`config.mk`:
```
export PLATFORM = sky130hd
export DESIGN_NAME = branch_target_buffer
export DESIGN_NICKNAME = d
export VERILOG_FILES = /design/src/rtl/branch_target_buffer.sv
export SDC_FILE = /design/constraint.sdc
export NUM_CORES = 1
export LEC_CHECK = 0
export CORE_ASPECT_RATIO = 1.75
export CORE_MARGIN = 2
export CORE_UTILIZATION = 37
export CTS_BUF_LIST = sky130_fd_sc_hd__clkbuf_2
export CTS_CLUSTER_DIAMETER = 200
export DETAILED_ROUTE_END_ITERATION = 10
export PLACE_DENSITY = 0.52
export SYNTH_ARGS = -nofsm -noshare
export SYNTH_HDL_FRONTEND = slang
export SYNTH_SLANG_ARGS = --single-unit
```
`constraint.sdc`:
```
create_clock -name clk -period 6.9 [get_ports clk]
set_clock_uncertainty 0.15 [all_clocks]
set_input_delay 1.725 -clock clk [delete_from_list [all_inputs] [get_ports clk]]
set_output_delay 1.725 -clock clk [all_outputs]
set_load 0.03 [all_outputs]
```
`src/rtl/branch_target_buffer.sv`:
```
// Fully-associative branch target buffer with per-entry saturating
// direction counters, combinational lookup and single-cycle training.
module branch_target_buffer #(
  parameter int ADDR_W  = 16,
  parameter int ENTRIES = 8,
  parameter int CTR_W   = 2
) (
  input  logic                             clk,
  input  logic                             reset_n,
  input  logic [ADDR_W-1:0]                lookup_pc,
  output logic                             pred_hit,
  output logic                             pred_taken,
  output logic [ADDR_W-1:0]                pred_next_pc,
  input  logic                             upd_valid,
  input  logic [ADDR_W-1:0]                upd_pc,
  input  logic [ADDR_W-1:0]                upd_target,
  input  logic                             upd_taken,
  input  logic                             flush,
  output logic [$clog2(ENTRIES+1)-1:0]     occupancy
);

  localparam int IDX_W = $clog2(ENTRIES);
  localparam int OCC_W = $clog2(ENTRIES+1);
  localparam logic [CTR_W-1:0] CTR_MAX  = '1;
  localparam logic [CTR_W-1:0] CTR_WEAK =
    CTR_W'(1) << (CTR_W-1);

  logic [ENTRIES-1:0] r_valid;
  logic [ADDR_W-1:0]  r_tag    [ENTRIES];
  logic [ADDR_W-1:0]  r_target [ENTRIES];
  logic [CTR_W-1:0]   r_ctr    [ENTRIES];
  logic [IDX_W-1:0]   r_rr;
  logic [OCC_W-1:0]   r_occ;

  logic             w_lk_hit;
  logic [IDX_W-1:0] w_lk_idx;
  logic             w_up_hit;
  logic [IDX_W-1:0] w_up_idx;
  logic             w_free_any;
  logic [IDX_W-1:0] w_free_idx;
  logic [IDX_W-1:0] w_vic_idx;
  logic             w_hit_tk;
  logic             w_hit_nt;
  logic             w_alloc;
  logic [CTR_W-1:0] w_up_ctr;
  logic [IDX_W-1:0] w_rr_next;

  always_comb begin
    w_lk_hit = 1'b0;
    w_lk_idx = '0;
    for (int i = 0; i < ENTRIES; i++) begin
      if (r_valid[i] && r_tag[i] == lookup_pc) begin
        w_lk_hit = 1'b1;
        w_lk_idx = IDX_W'(i);
      end
    end
  end

  always_comb begin
    w_up_hit = 1'b0;
    w_up_idx = '0;
    for (int i = 0; i < ENTRIES; i++) begin
      if (r_valid[i] && r_tag[i] == upd_pc) begin
        w_up_hit = 1'b1;
        w_up_idx = IDX_W'(i);
      end
    end
  end

  // Scan downwards so the lowest invalid index wins.
  always_comb begin
    w_free_any = 1'b0;
    w_free_idx = '0;
    for (int i = ENTRIES-1; i >= 0; i--) begin
      if (!r_valid[i]) begin
        w_free_any = 1'b1;
        w_free_idx = IDX_W'(i);
      end
    end
  end

  assign w_vic_idx = w_free_any ? w_free_idx : r_rr;
  assign w_hit_tk  = upd_valid & w_up_hit & upd_taken;
  assign w_hit_nt  = upd_valid & w_up_hit & ~upd_taken;
  assign w_alloc   = upd_valid & ~w_up_hit & upd_taken;
  assign w_up_ctr  = r_ctr[w_up_idx];
  assign w_rr_next = (r_rr == IDX_W'(ENTRIES-1)) ?
                     '0 : r_rr + IDX_W'(1);

  assign pred_hit   = w_lk_hit;
  assign pred_taken = w_lk_hit & r_ctr[w_lk_idx][CTR_W-1];
  assign pred_next_pc = pred_taken ? r_target[w_lk_idx]
                                   : lookup_pc + ADDR_W'(1);
  assign occupancy  = r_occ;

  always_ff @(posedge clk or negedge reset_n) begin
    if (!reset_n) begin
      r_valid <= '0;
      r_rr    <= '0;
      r_occ   <= '0;
      for (int i = 0; i < ENTRIES; i++) begin
        r_tag[i]    <= '0;
        r_target[i] <= '0;
        r_ctr[i]    <= '0;
      end
    end else if (flush) begin
      r_valid <= '0;
      r_rr    <= '0;
      r_occ   <= '0;
    end else begin
      unique case (1'b1)
        w_hit_tk: begin
          if (w_up_ctr != CTR_MAX)
            r_ctr[w_up_idx] <= w_up_ctr + CTR_W'(1);
          r_target[w_up_idx] <= upd_target;
        end
        w_hit_nt: begin
          if (w_up_ctr != '0)
            r_ctr[w_up_idx] <= w_up_ctr - CTR_W'(1);
        end
        w_alloc: begin
          r_valid[w_vic_idx]  <= 1'b1;
          r_tag[w_vic_idx]    <= upd_pc;
          r_target[w_vic_idx] <= upd_target;
          r_ctr[w_vic_idx]    <= CTR_WEAK;
          if (w_free_any)
            r_occ <= r_occ + OCC_W'(1);
          else
            r_rr <= w_rr_next;
        end
        default: ;
      endcase
    end
  end

endmodule

```
### Yosys cells after proc, flatten, opt, wreduce, memory -nomap -nowiden

Cells that the tools add are included.

* register bits after elaboration: 287
* bits of input ports: 53
* output and inout bits: 22
* word-level logic and storage cells: 190

* $add $sub $neg: 5
* magnitude comparators: 7
* equal/unequal tests: 21
* muxes and demuxes: 85
* bitwise gates (word level): 16
* reduce and logical (&&, ||, !) cells: 29

Operator list (number)
* 128-bit bitwise mux: 3
* 16-bit == test: 16
* 128-bit one-hot mux with 2 select lines: 1
* 16-bit 2-to-1 mux: 7
* 16-bit demux with 3-bit select: 2
* 3-bit 2-to-1 mux: 23
* 16-bit binary-select mux with 3-bit select: 1
* 16-bit one-hot mux with 3 select lines: 1
* 16-bit bitwise mux: 2
* 1-bit 2-to-1 mux: 27
* 1-bit logical AND: 19
* 16-bit by 1-bit adder with 16-bit output (second input constant): 1
* 2-bit 2-to-1 mux: 8
* 8-bit 2-to-1 mux: 2
* 8-bit OR: 2
* 2-bit binary-select mux with 3-bit select: 2
* 2-bit demux with 3-bit select: 2
* 4-bit >= comparator (second input constant): 3
* 4-bit 2-to-1 mux: 3
* 3-bit NOT with 4-bit output: 3
* 8-bit bitwise AND: 1
* 4-bit by 1-bit less-than comparator with 1-bit output (second input constant): 2
* 8-bit NOT: 1
* 2-bit AND reduction: 4
* other kinds (15): 27

### Longest topological paths before layout

Gate-level depths: netlist of the first run.

* depth in word-level cells: 17
* mapped depth: 18
* gate-level depth less buffers: 15

### Least setup slack after synthesis of the first run

No wires, ideal clock.

* path kind: input-to-output
* from: in lookup_pc[15]
* to: out pred_next_pc[10]
* data arrival time: 4.847 ns
* path slack: 0.178 ns
* stages: 10
* cell sequence: buf_6 > xor2_1 > or4_1 > or2_1 > a2bb2oi_1 > a211o_1 > mux2i_1 > a2111oi_4 > buf_6 > mux2i_1

* word-level cells in the longest chain between the ends: 15
* elaborated cells between the ends (all ways): 40

Ends and longest elaborated chain
* start: declaration: RTL line 10 `input logic [ADDR_W-1:0] lookup_pc,`
* 16-bit == test: RTL line 52 `if (r_valid[i] && r_tag[i] == lookup_pc) begin`
* 1-bit logical AND: RTL line 52
* 1-bit 2-to-1 mux: RTL line 52
* 2-bit 2-to-1 mux (2 in series): RTL line 52
* 3-bit 2-to-1 mux (4 in series): RTL line 52
* 3-bit NOT with 4-bit output (implied by the code): RTL line 91, 92
* 2-bit binary-select mux with 3-bit select: RTL line 91 `assign pred_taken = w_lk_hit & r_ctr[w_lk_idx][CTR_W-1];`
* 2-bit 2-to-1 mux (implied by the code) (2 in series): RTL line 91
* 1-bit bitwise AND: RTL line 91
* 16-bit 2-to-1 mux (*): RTL line 92 `assign pred_next_pc = pred_taken ? r_target[w_lk_idx]`
* end: declaration: RTL line 13 `output logic [ADDR_W-1:0] pred_next_pc,`

Every way passes the cells marked *; elsewhere a longest branch is shown, timed or not. The select of a mux whose other input is x is not followed.

### Worst setup path after layout of the first run

* from: in lookup_pc[15]
* to: out pred_next_pc[9]

Same word-level chain as after synthesis.

==> reports/results.ini, run 1 <==
[place]
detailed_place.area_sq_um=19740
hpwl_mm=44.96
dp_cells=2261
gpl_wtd_cong=0.9312
port-buffer-count=74

[sta]
setup_violations_final=0
max_freq_mhz=146.8
final.min_clock_period_ps=6811
final_max_slew_viol_count=0
min_period_over_period_pct=98.71
tightest_slew_ps=949.5
count_of_final_hold_check_violations=0
setup_total_negative_slack_ps=0
relSlewSlack_pct=36.17

[grt]
globalRouteMet1Util_pct=23.91
globalRouteOverflowTotal=0
grtUsageTotal_pct=24.93
antenna_found_initial=2
most_crowded_layer_gr=met2
grt_first_pass_wirelength_mm=89.36
grt_max_degree=108
grt_pass1_vias=14461
met3_usage_pct=3.746
grt_use_met2_pct=47.79

[worst_setup_path]
cp_data_arrival_time_ps=4940
setup.worst_path.start_class=input port
timing.reg2reg.setup_slack_ps=2580
timing.critical_path.fanout_max=3
critical_path_class=in -> out
required_ps=5030
worst_path_largest_cell_delay_ps=550
timing.critical_path.max_delay_family=compound AO/OA/AOI/OAI gates
crit_slowest_cell=sky130_fd_sc_hd__or4_4
crit_path_cell_trace=dlygate4sd2_1 > xor2_1 > or4_4 > or2_4 > a2bb2oi_2 > a211o_4 > mux2i_4 > a2111oi_4 > buf_6 > buf_4 > mux2i_2 > buf_12
worstPathBufferInverterCount=4
worst_setup_path_end_kind=output pin

[clock_tree]
cts.clk_slew.worst_paths_ps=110
htreeDepth=3
cts_tree=built
cts-hold-fix-buffers=0
insertion_delay_ps=1000
clock-sinks=287
cts_buffer_depth=3
tritoncts.num_buffers=73
cts_root_buffer=sky130_fd_sc_hd__clkbuf_2

[die]
core_area_sq_um=45110
num_rows=103
dieArea_sq_um=47520
io_pins=75
die_width_um=165.7
initial_utilization_pct=37.51
die_height_um=286.9

[finish]
fillers=4289
drive_above_1_share_pct=37.65
nets=1837
synthToLayoutAreaGrowth_pct=23.55
final_cell_area_sq_um=20900
final_cell_mix=287 x sky130_fd_sc_hd__dfrtp_1, 267 x sky130_fd_sc_hd__mux2_2, 193 x sky130_fd_sc_hd__buf_4
layout_commonest_cell=sky130_fd_sc_hd__dfrtp_1
instances_no_fill=2410

[routing]
routed_wire_length_per_instance_um=24.45
drc=0
avgViaCountPerCell=5.515
detailedRoute.firstIterationViolations=789
route.vias.total=13291
wl_mm=58.92
final_antenna_net_count=0
firstDrtPassIters=5

[power_and_ir_drop]
irDropWorstVdd_uv=95.16
cellLeakagePower_nw=9.301
pwr_density_cell_nw_per_um2=182.3
report.power.total_mw=3.811

[worst_hold_path]
holdCritPathClass=reg -> reg

[synthesis]
ys_ff_latch=287
syn-instance-count=1500
synth.yosys.seq_area_share_pct=42.45
post_synth_instance_area_sq_um=16920
synth-edff-count=0
synthDistinctLibCells=69
synth_nets=1559
synth.yosys.warnings=0
synth-async-reset-ratio_pct=100.0
synth_top_flop_cell=sky130_fd_sc_hd__dfrtp_1
avgSynthCellArea_sq_um=11.28

[flow_run]
max-cap-violations=0

[status]
status=finished, final reports clean

## worst paths after layout
check,startpoint,to,cells past startpoint
max,lookup_pc[15],pred_next_pc[9],12
min,r_target[60],r_target[60],1
max reg2reg,r_tag[8],r_ctr[8],15
min reg2reg,r_target[60],r_target[60],1
max in group asynchronous,reset_n,r_target[51],2
min in group asynchronous,reset_n,r_tag[68],1
## state kept, by name, indices dropped and copies added (netlist names)
signal and cells:
r_ctr 16, r_tag 128, r_rr 3, r_target 128, r_valid 8, occupancy 4
## layout make-up
type	instances	area, sq um	share of cell area, %
Antenna cell	3	7.507	0.03591
Clock buffer	96	480.5	2.298
Clock inverter	31	148.9	0.7123
Inverter	34	127.6	0.6105
Multi-Input combinational cell	1083	9379	44.87
Sequential cell	287	7182	34.36
Tap cell	577	721.9	3.454
Timing Repair Buffer	299	2856	13.66
## routing by layer
layer	wire (um)	vias up
met5	0	-
met4	4731	0
met3	2009	212
met2	32220	383
met1	19960	6670
li1	-	6026
## cell usage after synthesis, types with 4 or more instances
master,number,share of area (%)
sky130_fd_sc_hd__nor3_1,21,0.62
sky130_fd_sc_hd__nand2_1,54,1.2
sky130_fd_sc_hd__nor2_1,34,0.75
sky130_fd_sc_hd__mux2_2,267,18
sky130_fd_sc_hd__ha_1,6,0.44
sky130_fd_sc_hd__o21a_1,6,0.27
sky130_fd_sc_hd__dfrtp_1,287,42
sky130_fd_sc_hd__buf_4,27,1.2
sky130_fd_sc_hd__nor2_2,5,0.18
sky130_fd_sc_hd__a211oi_1,5,0.22
sky130_fd_sc_hd__o21bai_1,4,0.18
sky130_fd_sc_hd__xnor2_1,142,7.4
sky130_fd_sc_hd__mux2_1,6,0.40
sky130_fd_sc_hd__o221ai_1,8,0.41
sky130_fd_sc_hd__clkbuf_1,17,0.38
sky130_fd_sc_hd__nor3b_1,5,0.22
sky130_fd_sc_hd__nand4_1,57,2.1
sky130_fd_sc_hd__xor2_1,131,6.8
sky130_fd_sc_hd__nand3_1,31,0.92
sky130_fd_sc_hd__and4_1,9,0.47
sky130_fd_sc_hd__and3_1,9,0.33
sky130_fd_sc_hd__a2111oi_0,16,0.83
sky130_fd_sc_hd__or2_2,4,0.15
sky130_fd_sc_hd__mux2i_1,52,3.1
sky130_fd_sc_hd__o21ai_0,50,1.5
sky130_fd_sc_hd__a21oi_1,16,0.47
sky130_fd_sc_hd__or3_1,7,0.26
sky130_fd_sc_hd__buf_2,43,1.3
sky130_fd_sc_hd__a211o_1,17,0.88
sky130_fd_sc_hd__nor4_1,33,1.2
sky130_fd_sc_hd__buf_6,8,0.53
sky130_fd_sc_hd__or4_1,8,0.35
sky130_fd_sc_hd__nand3b_1,4,0.18
sky130_fd_sc_hd__o22ai_1,8,0.30
sky130_fd_sc_hd__inv_1,34,0.75
sky130_fd_sc_hd__a221o_1,14,0.83
## what timing repair did
| action | 4_1_cts | 5_1_grt |
|---|---|---|
| resized for setup | 86 | 15 |
| setup endpoints to repair | 17 | 12 |
| pin swaps | 14 | 5 |
| buffers inserted | 17 | 2 |
## stage by stage
stage	util (%)	setup WS [ps]	hold slack, ps
after floorplan	-	177.9	308.1
after global placement	43.77	-358.9	317.4
after detailed placement	43.77	-340.8	326.9
after CTS	46.12	2.474	350.9
after global routing	46.34	-10.15	371.5
final	46.34	89.04	351.7
## where the power goes
| part | switching [mW] | internal (mW) |
|---|---|---|
| clock | 0.738 | 0.419 |
| combinational | 0.393 | 0.378 |
| sequential | 0.102 | 1.78 |
| total | 1.23 | 2.58 |
## logic make-up after synthesis
group,synth area share (%)
buf+inv,4.156
compound gates,7.528
fa+ha+maj,0.4437
xor+xnor,14.13
mux,21.25
simple gates,10.05
flops,42.45
No activity file was read; power rests on OpenSTA's default activity.
==> run 2: changes to the inputs <==
--- a/config.mk
+++ b/config.mk
@@ -7,11 +7,11 @@
 export LEC_CHECK = 0
 export CORE_ASPECT_RATIO = 1.75
 export CORE_MARGIN = 2
-export CORE_UTILIZATION = 37
+export CORE_UTILIZATION = 30
 export CTS_BUF_LIST = sky130_fd_sc_hd__clkbuf_2
 export CTS_CLUSTER_DIAMETER = 200
 export DETAILED_ROUTE_END_ITERATION = 10
-export PLACE_DENSITY = 0.52
+export PLACE_DENSITY_LB_ADDON = 0.1
 export SYNTH_ARGS = -nofsm -noshare
 export SYNTH_HDL_FRONTEND = slang
 export SYNTH_SLANG_ARGS = --single-unit
==> run 2 against run 1 <==
Against the previous run:
- sequential cell count did not move
- critical path depth rose by 2
- cell count rose by 6.1%
- clock power rose by 9%
- highest routed layer unchanged
==> reports/results.ini, run 2 (same netlist as run 1, synthesis figures left out) <==
[worst_setup_path]
worstRegToRegCells=15  ; unchanged
required_ps=5030  ; about the same
worst_path_largest_cell_delay_ps=470  ; -80 ps
worst_r2r_startpoint=r_tag[3]
worst_setup_path_end_kind=output pin
cp_data_arrival_time_ps=4920  ; -20 ps
timing.critical_path.fanout_max=6  ; +3
crit_path_cell_trace=dlygate4sd2_1 > buf_6 > xnor2_4 > nand4_1 > or3_4 > a2bb2oi_4 > a211o_4 > buf_6 > mux2i_4 > a2111oi_4 > buf_12 > buf_12 > mux2i_1 > buf_4
setup.worst_path.start_class=input port
timing.reg2reg.setup_slack_ps=2370  ; -210 ps
r2r_end=r_ctr[8]
critical_path_class=in -> out
crit_slowest_cell=sky130_fd_sc_hd__a2111oi_4

[die]
io_pins=75  ; unchanged
num_rows=115  ; +12%
die_height_um=318.2  ; +11%
dieArea_sq_um=58390  ; +23%
die_width_um=183.5  ; +11%
initial_utilization_pct=30.23  ; -7.3 points
core_area_sq_um=55970  ; +24%

[routing]
routed_wire_length_per_instance_um=24.65  ; +0.84%
avgViaCountPerCell=5.202  ; -5.7%
wl_mm=63.06  ; +7.0%
drc=0  ; unchanged
detailedRoute.firstIterationViolations=635  ; -20%
firstDrtPassIters=5  ; unchanged
final_antenna_net_count=0  ; unchanged
route.vias.total=13306  ; +0.11%

[clock_tree]
insertion_delay_ps=1050  ; +50 ps
htreeDepth=3  ; unchanged
cts-hold-fix-buffers=0  ; unchanged
cts_buffer_depth=3  ; unchanged
cts_root_buffer=sky130_fd_sc_hd__clkbuf_2
clock-sinks=287  ; unchanged
tritoncts.num_buffers=78  ; +6.8%
cts.clk_slew.worst_paths_ps=100  ; about the same
cts_tree=built

[place]
port-buffer-count=74  ; unchanged
hpwl_mm=47.11  ; +4.8%
gpl_wtd_cong=0.8863  ; -4.8%
placement.setup.worst_slack_ps=-437.1  ; -96.30 ps

[sta]
count_of_final_hold_check_violations=0  ; unchanged
relSlewSlack_pct=40.26  ; +4.1 points
setup_violations_final=0  ; unchanged
final_max_slew_viol_count=0  ; unchanged
min_period_over_period_pct=98.54  ; -0.16 points
max_freq_mhz=147.1  ; +0.17%
timing.final.ws_setup_ps=100.4  ; +11.38 ps
setup_total_negative_slack_ps=0  ; unchanged
tightest_slew_ps=896.1  ; -53.35 ps
final.min_clock_period_ps=6800  ; -11.38 ps
hold_slack_ps=348.5  ; -3.266 ps

[status]
status=finished, final reports clean

[grt]
globalRouteOverflowTotal=0  ; unchanged
grt_pass1_vias=14408  ; -0.37%
grt_first_pass_wirelength_mm=93.68  ; +4.8%
grt_max_degree=143  ; +32%
antenna_found_initial=2  ; unchanged
grtUsageTotal_pct=21.94  ; -3.0 points

[flow_run]
max-cap-violations=0  ; unchanged

[worst_hold_path]
holdCritPathClass=reg -> reg
worst_hold_path.endpoint=r_target[62]
beginning_of_the_worst_hold_path=r_target[62]
min_path_cells=1  ; unchanged

[finish]
nets=1857  ; +1.1%
layout_commonest_cell=sky130_fd_sc_hd__dfrtp_1
final_cell_mix=287 x sky130_fd_sc_hd__dfrtp_1, 267 x sky130_fd_sc_hd__mux2_2, 198 x sky130_fd_sc_hd__buf_4
synthToLayoutAreaGrowth_pct=26.72
final_core_util_pct=38.31  ; -8.0 points
largest_registers=r_tag x128, r_target x128, r_ctr x16
drive_above_1_share_pct=39.08  ; +1.4 points

[power_and_ir_drop]
pwr_density_cell_nw_per_um2=183.8  ; +0.81%
irDropWorstVdd_uv=71.21  ; -25%
cellLeakagePower_nw=9.452  ; +1.6%
report.power.total_mw=3.940  ; +3.4%

## run 2: changes by cell type in the layout (fill, tap and decap cells not counted), moves of 3 or more
cell and delta:
sky130_fd_sc_hd__a2111oi_2 -4, sky130_fd_sc_hd__clkinv_1 -6, sky130_fd_sc_hd__clkbuf_2 +20, sky130_fd_sc_hd__xnor2_4 +4, sky130_fd_sc_hd__xor2_2 +5, sky130_fd_sc_hd__xnor2_2 -4
sky130_fd_sc_hd__buf_12 +8, sky130_fd_sc_hd__diode_2 +3, sky130_fd_sc_hd__buf_4 +5, sky130_fd_sc_hd__xor2_1 -5, sky130_fd_sc_hd__dlygate4sd2_1 -9, sky130_fd_sc_hd__a2111oi_1 +5
## run 2: worst max path at each step
stage	from	to	slack, ps
2_1_floorplan	lookup_pc[15]	pred_next_pc[10]	180
3_3_place_gp	lookup_pc[3]	pred_next_pc[7]	-440
3_5_place_dp	lookup_pc[3]	pred_next_pc[7]	-440
4_1_cts	lookup_pc[15]	pred_next_pc[15]	10
5_1_grt	lookup_pc[6]	pred_next_pc[13]	-20
6_report	lookup_pc[6]	pred_next_pc[15]	100
## run 2: final cells by class
type,instances,area (sq um)
antenna,6,15.01
inverter,34,127.6
sequential,287,7182
fill,5563,34530
tap,702,878.3
clock buffer,110,550.5
timing repair buffer,314,3103
multi-input combinational,1083,9448
clock inverter,22,136.4
## run 2: per-layer routing
| layer | wire length (um) | global-route usage [%] | vias to the layer above |
|---|---|---|---|
| li1 | - | - | 6063 |
| met1 | 22690 | 22.66 | 6734 |
| met2 | 34720 | 41.48 | 357 |
| met3 | 2112 | 3.134 | 152 |
| met4 | 3541 | 12.53 | 0 |
| met5 | 0 | 0 | - |
## run 2: what timing repair did
action	in CTS	in global routing
endpoints found under the hold margin	0	0
resized for setup	92	41
setup endpoints to repair	17	16
buffers inserted	19	5
cloned	3	0
pin swaps	14	16
## run 2: power by group
group | total [mW] | switching [mW] | leakage (nW) | internal, mW
clock | 1.27 | 0.776 | 0.524 | 0.498
combinational | 0.769 | 0.391 | 5.07 | 0.378
sequential | 1.90 | 0.118 | 3.86 | 1.78
## run 2: worst max-delay path: cells and delay by family
family	cells	cell delay, ps
buf+inv	6	1030
compound gates	3	1020
simple gates	2	550
mux	2	390
xor+xnor	1	190
## run 2: metrics by stage
step                instance area [sq um]  instances
floorplan                           16920       1500
global placement                    20040       2393
detailed placement                  20040       2393
CTS                                 21290       2547
global route                        21440       2558
finish                              21440       2558
==> run 3: changes to the inputs <==
--- a/config.mk
+++ b/config.mk
@@ -5,7 +5,7 @@
 export SDC_FILE = /design/constraint.sdc
 export NUM_CORES = 1
 export LEC_CHECK = 0
-export CORE_ASPECT_RATIO = 1.75
+export CORE_ASPECT_RATIO = 1.2
 export CORE_MARGIN = 2
 export CORE_UTILIZATION = 30
 export CTS_BUF_LIST = sky130_fd_sc_hd__clkbuf_2
==> run 3 against run 2 <==
Against the previous run:
- clock power increased by 7%
- sequential power about the same
- count of clock-buffer cells in the layout increased by 23
- sequential cell count unchanged
- total power increased by 2.4%
- die area decreased by 0.11%
- via count decreased by 1.0%
- worst setup slack improved by 31 ps
- worst hold slack got worse by 2.2 ps
- cell count increased by 1.6%
- first-iteration DRC count increased by 20%
- critical path depth decreased by 1
- largest power group unchanged
- highest routed layer unchanged
==> reports/results.ini, run 3 (same netlist as run 1, synthesis figures left out) <==
[sta]
hold_slack_ps=346.3  ; -2.174 ps
tightest_slew_ps=882.3  ; -13.87 ps
grt_setup_unrepaired=false
count_of_final_hold_check_violations=0  ; unchanged
final.min_clock_period_ps=6769  ; -30.91 ps
final_max_slew_viol_count=0  ; unchanged
max_freq_mhz=147.7  ; +0.46%
relSlewSlack_pct=41.18  ; +0.92 points
setup_violations_final=0  ; unchanged
min_period_over_period_pct=98.10  ; -0.45 points
timing.final.ws_setup_ps=131.3  ; +30.91 ps

[routing]
detailedRoute.firstIterationViolations=761  ; +20%
wl_mm=61.72  ; -2.1%
drc=0  ; unchanged
avgViaCountPerCell=5.065  ; -2.6%
route.vias.total=13170  ; -1.0%
final_antenna_net_count=0  ; unchanged
firstDrtPassIters=7  ; +2
routed_wire_length_per_instance_um=23.74  ; -3.7%

[flow_run]
max-cap-violations=0  ; unchanged

[die]
dieArea_sq_um=58320  ; -0.11%
io_pins=75  ; unchanged
core_area_sq_um=55870  ; -0.19%
die_width_um=220.8  ; +20%
initial_utilization_pct=30.29  ; +0.058 points
num_rows=95  ; -17%
die_height_um=264.2  ; -17%

[power_and_ir_drop]
p_sw_share_pct=31.97  ; -0.64 points
internal_power_of_the_cells_mw=2.746  ; +3.4%
comb_power_share_pct=19.6  ; about the same
pwr_density_cell_nw_per_um2=186.4  ; +1.4%
total_switching_power_mw=1.291  ; +0.44%
share_clk_of_total_power_pct=33.8  ; +1.5 points
cellLeakagePower_nw=9.615  ; +1.7%
seqPwrFrac_pct=46.6  ; -1.6 points
irDropWorstVdd_uv=83.70  ; +18%

[status]
status=finished, final reports clean

[worst_setup_path]
crit_slowest_cell=sky130_fd_sc_hd__or4_4
crit_path_cell_trace=dlygate4sd2_1 > xor2_2 > or4_4 > or2_4 > a2bb2oi_4 > a211o_4 > mux2i_4 > a2111oi_4 > buf_4 > buf_12 > buf_8 > mux2i_1 > buf_4
critical_path_class=in -> out
required_ps=5030  ; about the same
timing.critical_path.fanout_max=6  ; unchanged
critical-path-top-cell-by-count=sky130_fd_sc_hd__buf_4
timing.reg2reg.setup_slack_ps=2710  ; +340 ps
worstRegToRegCells=17  ; +2
worst_path_largest_cell_delay_ps=500  ; +30 ps
worst_setup_path_end_kind=output pin
cp_data_arrival_time_ps=4890  ; -30 ps
setup.worst_path.start_class=input port
worst_r2r_startpoint=r_tag[20]
r2r_end=r_ctr[13]

[place]
port-buffer-count=74  ; unchanged
placement.setup.worst_slack_ps=-269.4  ; +167.7 ps
hpwl_mm=45.38  ; -3.7%
gpl_wtd_cong=0.8922  ; +0.67%

[worst_hold_path]
worst_hold_path.endpoint=r_target[62]
beginning_of_the_worst_hold_path=r_target[62]
holdCritPathClass=reg -> reg
min_path_cells=1  ; unchanged

[clock_tree]
insertion_delay_ps=1090  ; +40 ps
cts_tree=built
cts.clk_slew.worst_paths_ps=100  ; about the same
clock-sinks=287  ; unchanged
cts_root_buffer=sky130_fd_sc_hd__clkbuf_2
tritoncts.num_buffers=83  ; +6.4%
cts_buffer_depth=3  ; unchanged
htreeDepth=3  ; unchanged

[finish]
layout_commonest_cell=sky130_fd_sc_hd__dfrtp_1
nets=1864  ; +0.38%
largest_registers=r_tag x128, r_target x128, r_ctr x16
final_cell_mix=287 x sky130_fd_sc_hd__dfrtp_1, 266 x sky130_fd_sc_hd__mux2_2, 210 x sky130_fd_sc_hd__buf_4
fillers=5619  ; +1.0%
synthToLayoutAreaGrowth_pct=27.97
drive_above_1_share_pct=40.41  ; +1.3 points

[grt]
grt_pass1_vias=14165  ; -1.7%
grtUsageTotal_pct=21.64  ; -0.30 points
grt_first_pass_wirelength_mm=91.96  ; -1.8%
grt_max_degree=135  ; -5.6%
antenna_found_initial=3  ; +1
globalRouteOverflowTotal=0  ; unchanged

[run 3: cell type report]
type / instances / area [sq um] / area share [%]
repair buffers: 316 / 3047 / 14.07
clock buffers: 133 / 665.6 / 3.074
multi-input cells: 1083 / 9595 / 44.32
well taps: 727 / 909.6 / 4.201
flip-flops and latches: 287 / 7182 / 33.17
inverters: 34 / 127.6 / 0.5894
diodes: 2 / 5.005 / 0.02311
clock inverters: 18 / 120.1 / 0.5548
[run 3: how the worst max path moves through the flow]
stage	startpoint	end	slack (ps)	cells after the start
2_1_floorplan	lookup_pc[15]	pred_next_pc[10]	180	10
3_3_place_gp	lookup_pc[2]	pred_next_pc[11]	-270	12
3_5_place_dp	lookup_pc[2]	pred_next_pc[8]	-270	13
4_1_cts	lookup_pc[15]	pred_next_pc[0]	10	13
5_1_grt	lookup_pc[10]	pred_next_pc[13]	2	13
6_report	lookup_pc[10]	pred_next_pc[5]	130	13
[run 3: power by group through the flow]
stage | logic (mW) | registers [mW] | clock network [mW]
final | 0.792 | 1.88 | 1.36
after global routing | 0.859 | 1.89 | 1.51
after CTS | 0.793 | 1.88 | 1.44
after detailed placement | 0.766 | 1.91 | 0
after global placement | 0.762 | 1.91 | 0
after floorplan | 0.429 | 1.88 | 0
[run 3: routing by layer]
metal | track usage, % | routed length, um | up-vias
met2 | 37.81 | 31700 | 293
met4 | 9.910 | 2543 | 0
li1 | - | - | 6113
met5 | 0 | 0 | -
met1 | 25.83 | 25330 | 6645
met3 | 3.385 | 2143 | 119
[run 3: timing repair]
action / 4_1_cts / 5_1_grt
hold endpoints to repair: 0 / 0
endpoints found under the setup margin: 17 / 17
gates resized for setup: 86 / 33
pin swaps: 14 / 13
cloned: 1 / 0
hold buffers: 0 / 0
buffers inserted: 19 / 1
[run 3: per-stage QoR]
stage	utilization, %	TNS [ps]	total power, mW	area, sq um	std cells
after detailed placement	36.00	-3298	2.678	20110	2426
after floorplan	-	0	2.311	16920	1500
after global routing	38.76	0	4.267	21650	2600
after global placement	36.00	-3163	2.671	20110	2426
final	38.76	0	4.037	21650	2600
after CTS	38.41	0	4.111	21460	2597
[run 3: critical path, delay by kind of cell]
family / cells / cell delay (ps)
AO/OA/AOI/OAI: 3 / 890
buffers and inverters: 5 / 910
XOR/XNOR: 1 / 180
multiplexers: 2 / 410
AND/OR/NAND/NOR: 2 / 760
